[src/rtl/icache_line_responder.sv]
// icache_line_responder: serves ICache line-fill requests from a synchronous
// instruction RAM. Requests are queued, numbered with a wrapping serial,
// fetched one word per cycle and returned as a single-cycle result pulse.
module icache_line_responder #(
  parameter int unsigned ADDR_WIDTH    = 32,
  parameter int unsigned WORD_WIDTH    = 32,
  parameter int unsigned LINE_WORDS    = 4,
  parameter int unsigned EXTRA_LATENCY = 0,
  parameter int unsigned QUEUE_DEPTH   = 2,
  parameter int unsigned SERIAL_WIDTH  = 4
) (
  input  logic                             clk,
  input  logic                             rst,
  input  logic                             reqValid,
  input  logic [ADDR_WIDTH-1:0]            reqAddr,
  output logic                             reqReady,
  output logic [SERIAL_WIDTH-1:0]          reqSerial,
  output logic                             ramRE,
  output logic [ADDR_WIDTH-3:0]            ramAddr,
  input  logic [WORD_WIDTH-1:0]            ramRData,
  output logic                             resultValid,
  output logic [SERIAL_WIDTH-1:0]          resultSerial,
  output logic [LINE_WORDS*WORD_WIDTH-1:0] resultData
);

  localparam int unsigned BEAT_W = $clog2(LINE_WORDS);
  localparam int unsigned OFF    = BEAT_W + 2;
  localparam int unsigned LA_W   = ADDR_WIDTH - OFF;
  localparam int unsigned PTR_W  = (QUEUE_DEPTH > 1) ? $clog2(QUEUE_DEPTH) : 1;
  localparam int unsigned CNT_W  = $clog2(QUEUE_DEPTH + 1);
  localparam int unsigned WCNT_W = (EXTRA_LATENCY > 1) ? $clog2(EXTRA_LATENCY) : 1;

  typedef enum logic [2:0] {
    IDLE,
    WAIT,
    READ,
    LAST,
    RESP
  } state_t;

  state_t                  state;
  logic [LA_W-1:0]         qAddr   [QUEUE_DEPTH];
  logic [SERIAL_WIDTH-1:0] qSerial [QUEUE_DEPTH];
  logic [PTR_W-1:0]        wrPtr;
  logic [PTR_W-1:0]        rdPtr;
  logic [CNT_W-1:0]        count;
  logic                    push;
  logic                    pop;
  logic [LA_W-1:0]         lineAddr;
  logic [SERIAL_WIDTH-1:0] curSerial;
  logic [BEAT_W-1:0]       beat;
  logic [WCNT_W-1:0]       waitCnt;
  logic                    unusedOffset;

  // Line offset bits of the request address carry no information here.
  assign unusedOffset = ^reqAddr[OFF-1:0];

  // Ready depends only on occupancy, never on a same-cycle pop.
  always_comb begin
    reqReady = (count != CNT_W'(QUEUE_DEPTH));
    push     = reqValid && reqReady;
    pop      = (state == IDLE) && (count != '0);
  end

  // Queue storage: aligned line address plus the serial given at accept.
  always_ff @(posedge clk) begin
    if (push) begin
      qAddr[wrPtr]   <= reqAddr[ADDR_WIDTH-1:OFF];
      qSerial[wrPtr] <= reqSerial;
    end
  end

  // Queue pointers, occupancy and the wrapping serial counter.
  always_ff @(posedge clk) begin
    if (!rst) begin
      wrPtr     <= '0;
      rdPtr     <= '0;
      count     <= '0;
      reqSerial <= '0;
    end else begin
      if (push) begin
        wrPtr     <= (wrPtr == PTR_W'(QUEUE_DEPTH - 1)) ? '0 : wrPtr + PTR_W'(1);
        reqSerial <= reqSerial + SERIAL_WIDTH'(1);
      end
      if (pop) begin
        rdPtr <= (rdPtr == PTR_W'(QUEUE_DEPTH - 1)) ? '0 : rdPtr + PTR_W'(1);
      end
      case ({push, pop})
        2'b10:   count <= count + CNT_W'(1);
        2'b01:   count <= count - CNT_W'(1);
        default: count <= count;
      endcase
    end
  end

  // Line fetch FSM: pop, optional wait, word-by-word read, capture, respond.
  always_ff @(posedge clk) begin
    if (!rst) begin
      state        <= IDLE;
      lineAddr     <= '0;
      curSerial    <= '0;
      beat         <= '0;
      waitCnt      <= '0;
      ramRE        <= 1'b0;
      ramAddr      <= '0;
      resultValid  <= 1'b0;
      resultSerial <= '0;
      resultData   <= '0;
    end else begin
      resultValid <= 1'b0;
      case (state)
        IDLE: begin
          if (count != '0) begin
            lineAddr  <= qAddr[rdPtr];
            curSerial <= qSerial[rdPtr];
            if (EXTRA_LATENCY > 0) begin
              state   <= WAIT;
              waitCnt <= WCNT_W'(EXTRA_LATENCY - 1);
            end else begin
              state   <= READ;
              beat    <= '0;
              ramRE   <= 1'b1;
              ramAddr <= {qAddr[rdPtr], BEAT_W'(0)};
            end
          end
        end
        WAIT: begin
          if (waitCnt == '0) begin
            state   <= READ;
            beat    <= '0;
            ramRE   <= 1'b1;
            ramAddr <= {lineAddr, BEAT_W'(0)};
          end else begin
            waitCnt <= waitCnt - WCNT_W'(1);
          end
        end
        READ: begin
          // Data on ramRData belongs to the previous beat's read.
          for (int unsigned i = 0; i < LINE_WORDS - 1; i++) begin
            if (beat == BEAT_W'(i + 1)) begin
              resultData[i*WORD_WIDTH +: WORD_WIDTH] <= ramRData;
            end
          end
          if (beat == BEAT_W'(LINE_WORDS - 1)) begin
            state <= LAST;
            ramRE <= 1'b0;
          end else begin
            beat    <= beat + BEAT_W'(1);
            ramAddr <= {lineAddr, beat + BEAT_W'(1)};
          end
        end
        LAST: begin
          resultData[(LINE_WORDS-1)*WORD_WIDTH +: WORD_WIDTH] <= ramRData;
          resultSerial <= curSerial;
          resultValid  <= 1'b1;
          state        <= RESP;
        end
        RESP: begin
          state <= IDLE;
        end
        default: begin
          state <= IDLE;
        end
      endcase
    end
  end

endmodule

[config.mk]
export PLATFORM = sky130hd
export DESIGN_NAME = icache_line_responder
export DESIGN_NICKNAME = d
export VERILOG_FILES = /design/src/rtl/icache_line_responder.sv
export SDC_FILE = /design/constraint.sdc
export NUM_CORES = 1
export LEC_CHECK = 0
export ABC_AREA = 1
export CAP_MARGIN = 20
export CORE_MARGIN = 2
export CORE_UTILIZATION = 56
export CTS_BUF_LIST = sky130_fd_sc_hd__clkbuf_8
export CTS_CLUSTER_DIAMETER = 40
export DETAILED_ROUTE_END_ITERATION = 16
export PLACE_DENSITY = 0.88
export SYNTH_ARGS = -nofsm -noshare
export SYNTH_HDL_FRONTEND = slang
export SYNTH_SLANG_ARGS = --single-unit
[constraint.sdc]
create_clock -name clk -period 6.6 [get_ports clk]
set_input_delay 0.66 -clock clk [delete_from_list [all_inputs] [get_ports clk]]
set_output_delay 0.66 -clock clk [all_outputs]
set_load 0.005 [all_outputs]
-- Yosys cells after proc, flatten, opt, wreduce, memory -nomap -nowiden
Memories as Yosys holds them, arrays and structs flattened. A register that Yosys moved wholly into a read port is not among the register bits.
Cells that the tools add are included.
W data, S select, Z words.
- flip-flop bits (word level): 206
- RAM bits: 64
- bits of input ports: 67
- output and inout bits: 169
- logic and storage cells: 77
- memories kept: 2
- memory list (name ; depth ; width ; rd ports ; clocked after Yosys merged registers in ; write ports ; line ; text):
    qAddr ; 2 ; 28 ; 1 ; 1 ; 1 ; 42 ; logic [LA_W-1:0] qAddr [QUEUE_DEPTH];
    qSerial ; 2 ; 4 ; 1 ; 1 ; 1 ; 43 ; logic [SERIAL_WIDTH-1:0] qSerial [QUEUE_DEPTH];
- add/subtract/negate cells: 7
- equality and inequality tests: 13
- mux-type cells: 25
- reductions and logical operators: 14
- operators with widths (cell ; count):
    $mux W30 ; 3
    $pmux W30 S3 ; 1
    $pmux W3 S4 ; 1
    $mux W1 ; 11
    $mux W3 ; 3
    $ne A2 B2 Y1 const B ; 4
    $reduce_and A2 Y1 ; 4
    $reduce_and A4 Y1 ; 2
    $eq A2 B2 Y1 const B ; 3
    $eq A3 B2 Y1 const B ; 2
    $mux W2 ; 3
    $pmux W2 S3 ; 1
    $add A2 B1 Y2 const B ; 2
    $add A4 B1 Y4 const B ; 1
    $eq A2 B1 Y1 const B ; 2
    $pmux W2 S2 ; 1
    $reduce_bool A2 Y1 ; 2
    $eq A3 B1 Y1 const B ; 1
    $logic_not A3 Y1 ; 1
    $pmux W1 S3 ; 1
    $reduce_and A3 Y1 ; 1
    $reduce_bool A3 Y1 ; 1
    $add A1 B1 Y1 const B ; 2
    $logic_and A1 B1 Y1 ; 2
    4 further kinds ; 4

-- Longest topological paths before layout
Gate-level depths: netlist (run 1).
- word-level depth: 4
- depth in mapped cells: 13
- mapped depth without buffers: 11

-- Worst setup path before layout (run 1)
Ideal clock, no wire load.
- path kind: input port to flip-flop
- start point: in reqValid
- end point: mem qAddr[1][0] (netlist bit) (enable)
- setup time: 423 ps
- arrival time: 2201 ps
- data required time: 6177 ps
- slack: 3976 ps
- cell stages on the path: 2
- buffers on the path: 0
- cells stage by stage: nand2_1 > nor2_1
- cells in the longest elaborated chain, start to end: 3
- ends and longest elaborated chain (what ; line ; text):
    start, declared ; 14 ; input logic reqValid,
    $logic_and A1 B1 Y1 ; 61 ; push = reqValid && reqReady;
    $mux W1 ; 67 ; if (push) begin
    $mux W1 (implied by the code) ; 68 ; qAddr[wrPtr] <= reqAddr[ADDR_WIDTH-1:OFF];
    end, declared ; 42 ;
Every way passes these cells.

==> results of run 1 <==
worst max-delay path by stage:
stage	end	slack, ns	depth (start not counted)
2_1_floorplan	qAddr[1][0]$_DFFE_PP_	3.98	2
3_3_place_gp	resultData[4]$_SDFFE_PN0P_	3.63	6
3_5_place_dp	ramAddr[16]$_SDFFE_PN0P_	3.71	7
4_1_cts	ramAddr[16]$_SDFFE_PN0P_	3.66	7
5_1_grt	ramAddr[16]$_SDFFE_PN0P_	3.41	7
6_report	ramAddr[23]$_SDFFE_PN0P_	3.69	7
critical path, delay by kind of cell (launching register included):
kind | cells | cell delay [ns]
flip-flops | 1 | 0.40
AND/OR/NAND/NOR | 5 | 1.71
adder cells (fa/ha/maj) | 1 | 0.22
buffers and inverters | 1 | 0.43
cells by family (layout without fill, tap and decap cells):
family | count (synthesis) | in the layout | share of synthesized area, %
flip-flops | 272 | 272 | 59.02
buffers and inverters | 155 | 397 | 6.783
XOR/XNOR | 1 | 1 | 0.08496
AND/OR/NAND/NOR | 603 | 603 | 23.14
adder cells (fa/ha/maj) | 5 | 5 | 0.6067
AO/OA/AOI/OAI | 213 | 213 | 10.36
final cells by class:
class                           count  area share, %
Sequential cell                   272          45.25
Multi-Input combinational cell    822          26.34
Timing Repair Buffer              240          17.90
Clock buffer                       52          5.320
Inverter                           76          2.139
Tap cell                          229          2.130
Clock inverter                     29         0.9208
synth_stat cells, types with 2 or more instances:
cell / count
nand2_1: 384
inv_2: 5
nor2_1: 141
buf_1: 6
ha_1: 5
a21oi_1: 140
nand2_2: 2
buf_2: 34
edfxtp_1: 64
dfxtp_1: 208
inv_1: 71
buf_6: 7
nand3_1: 70
nand3_2: 3
clkbuf_1: 26
o21ai_0: 72
buf_4: 6
state kept, by name (all words and copies together), names as in the netlist, 2 cells and up, named ones only:
name          cells
resultData      128
qAddr            56
ramAddr          29
lineAddr         28
qSerial           8
curSerial         4
reqSerial         4
resultSerial      4
state             3
count             2
where the power goes:
part           internal, W  switching, W
Sequential         0.00196      0.000160
Clock             0.000719      0.000645
Combinational     0.000526      0.000879
per-stage QoR:
| stage | utilization (%) | hold slack [ns] | power [W] | worst slack (ns) | area (sq um) |
|---|---|---|---|---|---|
| after CTS | 74.52 | 0.4603 | 0.004901 | 3.656 | 13430 |
| after global routing | 74.63 | 0.4750 | 0.005199 | 3.406 | 13450 |
| after floorplan | - | 0.4292 | 0.003089 | 3.976 | 10310 |
| after detailed placement | 69.86 | 0.4458 | 0.003534 | 3.706 | 12590 |
| after global placement | 69.71 | 0.4474 | 0.003472 | 3.632 | 12560 |
| final | 74.63 | 0.4598 | 0.004890 | 3.687 | 13450 |
layer usage:
layer,track usage (%),vias up,routed length (microns)
met5,0,-,0
met4,14.84,0,1326
met3,5.058,93,1901
met2,47.80,383,13390
met1,32.79,4209,10710
li1,-,4423,-
==> impl_metrics.ini, run 1 <==
[routing]
wl_microns = 27330
drc = 0
vias = 9108
wl_per_cell_microns = 15.89
drtIter0Drc = 718
drt-pass1-iter-count = 5
vias_per_cell = 5.295
ant_nets = 0

[timing]
hold_viol_final = 0
post-route-period-util_pct = 44.14
tns_ns = 0
slew_headroom_pct = 34.94
rsz0062_at_grt = false
worstMarginPinSlew_ns = 0.9736
finClkSkew_ns = 0.02456
period_needed_ns = 2.913
setup_viol = 0
max_freq_mhz = 343.2
maxSlewViolCount = 0

[clock_network]
clockBufferDepth = 3
path_clk_slew_ns = 0.06
numCtsBuffers = 45
htreeDepth = 2
clock-root-buffer = clkbuf_8
cts_sinks = 272
cts_setup_buffers = 0
clk_latency_ns = 0.55
holdBufCountCts = 0
cts_tree = yes
cts_resized = 0

[worst_setup_path]
max_stage_delay_ns = 0.80
critPathKind = reg2reg
r2r-end = ramAddr[23]$_SDFFE_PN0P_
required_ns = 7.03
critPathLaunchType = flop
r2r_start = ramAddr[1]$_SDFFE_PN0P_
cp-startpoint = ramAddr[1]$_SDFFE_PN0P_
cp_max_fo = 35
cp.arrival_ns = 3.35
path_cells = ha_1 > nand3_2 > nand3_2 > buf_4 > nand2_1 > nand2_1 > nor2_1
r2r_slack_ns = 3.69
cp-end-kind = flop
reg2reg_depth = 7
slowest_stage = nand3_2

[yosys]
syn-num-nets = 1321
syn_area_sq_um = 10310
synth_top_area_share_pct = 40.38
syn_inst = 1249
synthTopCellsByArea = dfxtp_1 (40%), edfxtp_1 (19%), nand2_1 (14%)
synth_area_leader_cell = dfxtp_1
synth_edf_count = 64
synth_flop_cell = dfxtp_1
yosysWarnings = 0
synthArstFlopShare_pct = 0
yosysUniqueCellTypes = 22
synth_seq_cells = 272
syn_area_per_cell_sq_um = 8.256
seq_area_frac_synth_pct = 59.02

[global_route]
antenna_found_initial = 0
grt_pass1_wl_microns = 44170
track_usage_pct = 27.68
grt-ovfl-total = 0
grt_max_degree = 75
grt_pass1_vias = 9096

[finish]
n_fill_cell = 1263
regArea_sq_um = 6087
area_delta_synth_final_pct = 30.46
drive_gt1_share_pct = 5.701
num_antenna_cells = 0
final_cells = 1720
multi_input_area_sq_um = 3543
mostFrequentLayoutCell = nand2_1
final_nets = 1529
mostFrequentLayoutCells = nand2_1 (384), clkdlybuf4s50_1 (230), dfxtp_1 (207)

[power]
p_leak_nw = 5.260
power.density_nw_per_um2 = 363.5
irDropWorstVdd_uv = 261.6

[run_status]
status = finished, final reports clean

[min_path]
hp-start = resultData[45]$_SDFFE_PN0P_
hold_path_class = reg2reg
min_path_cells = 2
min_to = resultData[45]$_SDFFE_PN0P_

[placed_design]
gp_congestion = 0.8165
port_buffers = 231
place_hpwl_microns = 16600
dp.cells = 1638

[job]
maxCapViolCount = 0

[floorplan]
start_util_pct = 57.21
dieHeight_microns = 139.7
dieArea_sq_um = 19510
io_pins = 236
num_rows = 49
coreArea_sq_um = 18020
die_x_microns = 139.7
Note: power is estimated with default switching activity, not from simulation.
==> inputs of run 2 (changes only) <==
CORE_UTILIZATION = 47   (was 56)
PLACE_DENSITY = 0.79   (was 0.88)
clock period = 2.4 ns   (was 6.6 ns; I/O delays follow)
==> run 2 against run 1 <==
  * Setup slack got worse by 3.1 ns
  * Critical path depth shrank 4
  * Register-to-register slack worse by 3.0 ns
==> impl_metrics.ini, run 2 (synthesis results as in run 1) <==
[run_status]
status = finished, final reports clean

[placed_design]
gp_congestion = 0.8117
port_buffers = 231
place_hpwl_microns = 16760
place_area_sq_um = 12740
dp.cells = 1698
post-place-ws_ns = 0.5405

[finish]
mostFrequentLayoutCell = nand2_1
final_nets = 1536
mostFrequentLayoutCells = nand2_1 (384), clkdlybuf4s50_1 (230), dfxtp_1 (207)
area_delta_synth_final_pct = 31.88
drive_gt1_share_pct = 6.359
final_area_sq_um = 13600
top_regs = resultData (128), qAddr (56), ramAddr (29)
largest_reg_flops = 128
final_core_util_pct = 62.70
largest_register = resultData
final_cells = 1775

[routing]
drc = 0
wirelength_met1_microns = 11350
wl_per_cell_microns = 15.16
drtIter0Drc = 600
met3_length_microns = 1631
vias = 8839
vias_per_cell = 4.980
wl_microns = 26900
ant_nets = 0
wl_met2_microns = 12780
drt-pass1-iter-count = 4
highest_layer = met4

[clock_network]
clockBufferDepth = 3
htreeDepth = 2
holdBufCountCts = 0
cts_resized = 0
cts_tree = yes
clk_latency_ns = 0.54
numCtsBuffers = 44
cts_setup_buffers = 0
cts_sinks = 272
path_clk_slew_ns = 0.07
clock-root-buffer = clkbuf_8

[min_path]
hp-start = rst
min_path_cells = 3
hold_path_class = in2reg
min_to = state[0]$_SDFFE_PN0P_

[timing]
worstMarginPinSlew_ns = 0.8008
period_needed_ns = 1.825
maxSlewViolCount = 0
rsz0062_at_grt = false
setup_viol = 0
hold_viol_final = 0
max_freq_mhz = 548.0
slew_headroom_pct = 46.61
tns_ns = 0
post-route-period-util_pct = 76.03
finClkSkew_ns = 0.02369
worst_slack_ns = 0.5752

[floorplan]
die_x_microns = 152.1
dieArea_sq_um = 23140
io_pins = 236
dieHeight_microns = 152.1
coreArea_sq_um = 21690
start_util_pct = 47.54
num_rows = 54

[global_route]
antenna_found_initial = 1
grt_pass1_vias = 8488
track_usage_pct = 22.58
grt_max_degree = 73
grt-ovfl-total = 0
grt_pass1_wl_microns = 43250

[worst_setup_path]
r2r-end = ramAddr[16]$_SDFFE_PN0P_
r2r_slack_ns = 0.65
required_ns = 2.16
critPathLaunchType = flop
cp_max_fo = 4
reg2reg_depth = 7
cp.arrival_ns = 1.58
critPathKind = reg2out
cp-startpoint = count[0]$_SDFFE_PN0P_
cp-end-kind = primary output
r2r_start = state[1]$_SDFFE_PN0P_

[power]
p_leak_nw = 5.287
power.density_nw_per_um2 = 992.6
irDropWorstVdd_uv = 576.4

[job]
maxCapViolCount = 0
-- run 2: cell types whose count changed in the layout (fill, tap and decap cells not counted), sizes merged --
cell | before | now
buf | 10 | 18
inv | 96 | 90
clkbuf | 52 | 56
clkinv | 9 | 6
diode | 0 | 1
-- run 2: cell type report --
| type | instances | area (sq um) |
|---|---|---|
| multi-input cells | 822 | 3543 |
| clock inverters | 20 | 83.83 |
| diodes | 1 | 2.502 |
| repair buffers | 248 | 2472 |
| inverters | 76 | 287.8 |
| clock buffers | 56 | 770.7 |
| well taps | 280 | 350.3 |
| fillers | 1743 | 8090 |
| flip-flops and latches | 272 | 6087 |
-- run 2: how the worst max path moves through the flow --
stage | end | depth (start not counted) | slack (ns)
floorplan | qAddr[1][0]$_DFFE_PP_ | 4 | 0.46
global placement | qAddr[0][20]$_DFFE_PP_ | 4 | 0.56
detailed placement | qAddr[0][20]$_DFFE_PP_ | 4 | 0.54
CTS | reqReady | 3 | 0.55
global route | ramAddr[12]$_SDFFE_PN0P_ | 7 | 0.48
finish | reqReady | 3 | 0.58
-- run 2: report_power, final --
group | internal, W | switching (W) | leakage, nW | total [W]
Combinational | 0.00150 | 0.00247 | 2.50 | 0.00396
Sequential | 0.00539 | 0.000335 | 2.29 | 0.00572
Clock | 0.00208 | 0.00173 | 0.493 | 0.00381
Total | 0.00897 | 0.00453 | 5.29 | 0.0135
-- run 2: layer usage --
metal / up-vias / GRT usage (%)
li1: 4432 / -
met1: 4015 / 28.10
met2: 312 / 38.29
met3: 80 / 4.450
met4: 0 / 9.880
met5: - / 0
-- run 2: through the flow --
stage	hold slack [ns]	total power (W)
6_report	0.1938	0.01350
5_1_grt	0.2033	0.01438
4_1_cts	0.1710	0.01361
3_5_place_dp	0.4520	0.009778
3_3_place_gp	0.4471	0.009684
2_1_floorplan	0.3389	0.008494
-- run 2: critical path, cell delays in order, from the launching register on --
cell and delay, ns:
dfxtp_1 0.38, inv_1 0.08, nand2_1 0.09, clkdlybuf4s50_1 0.51
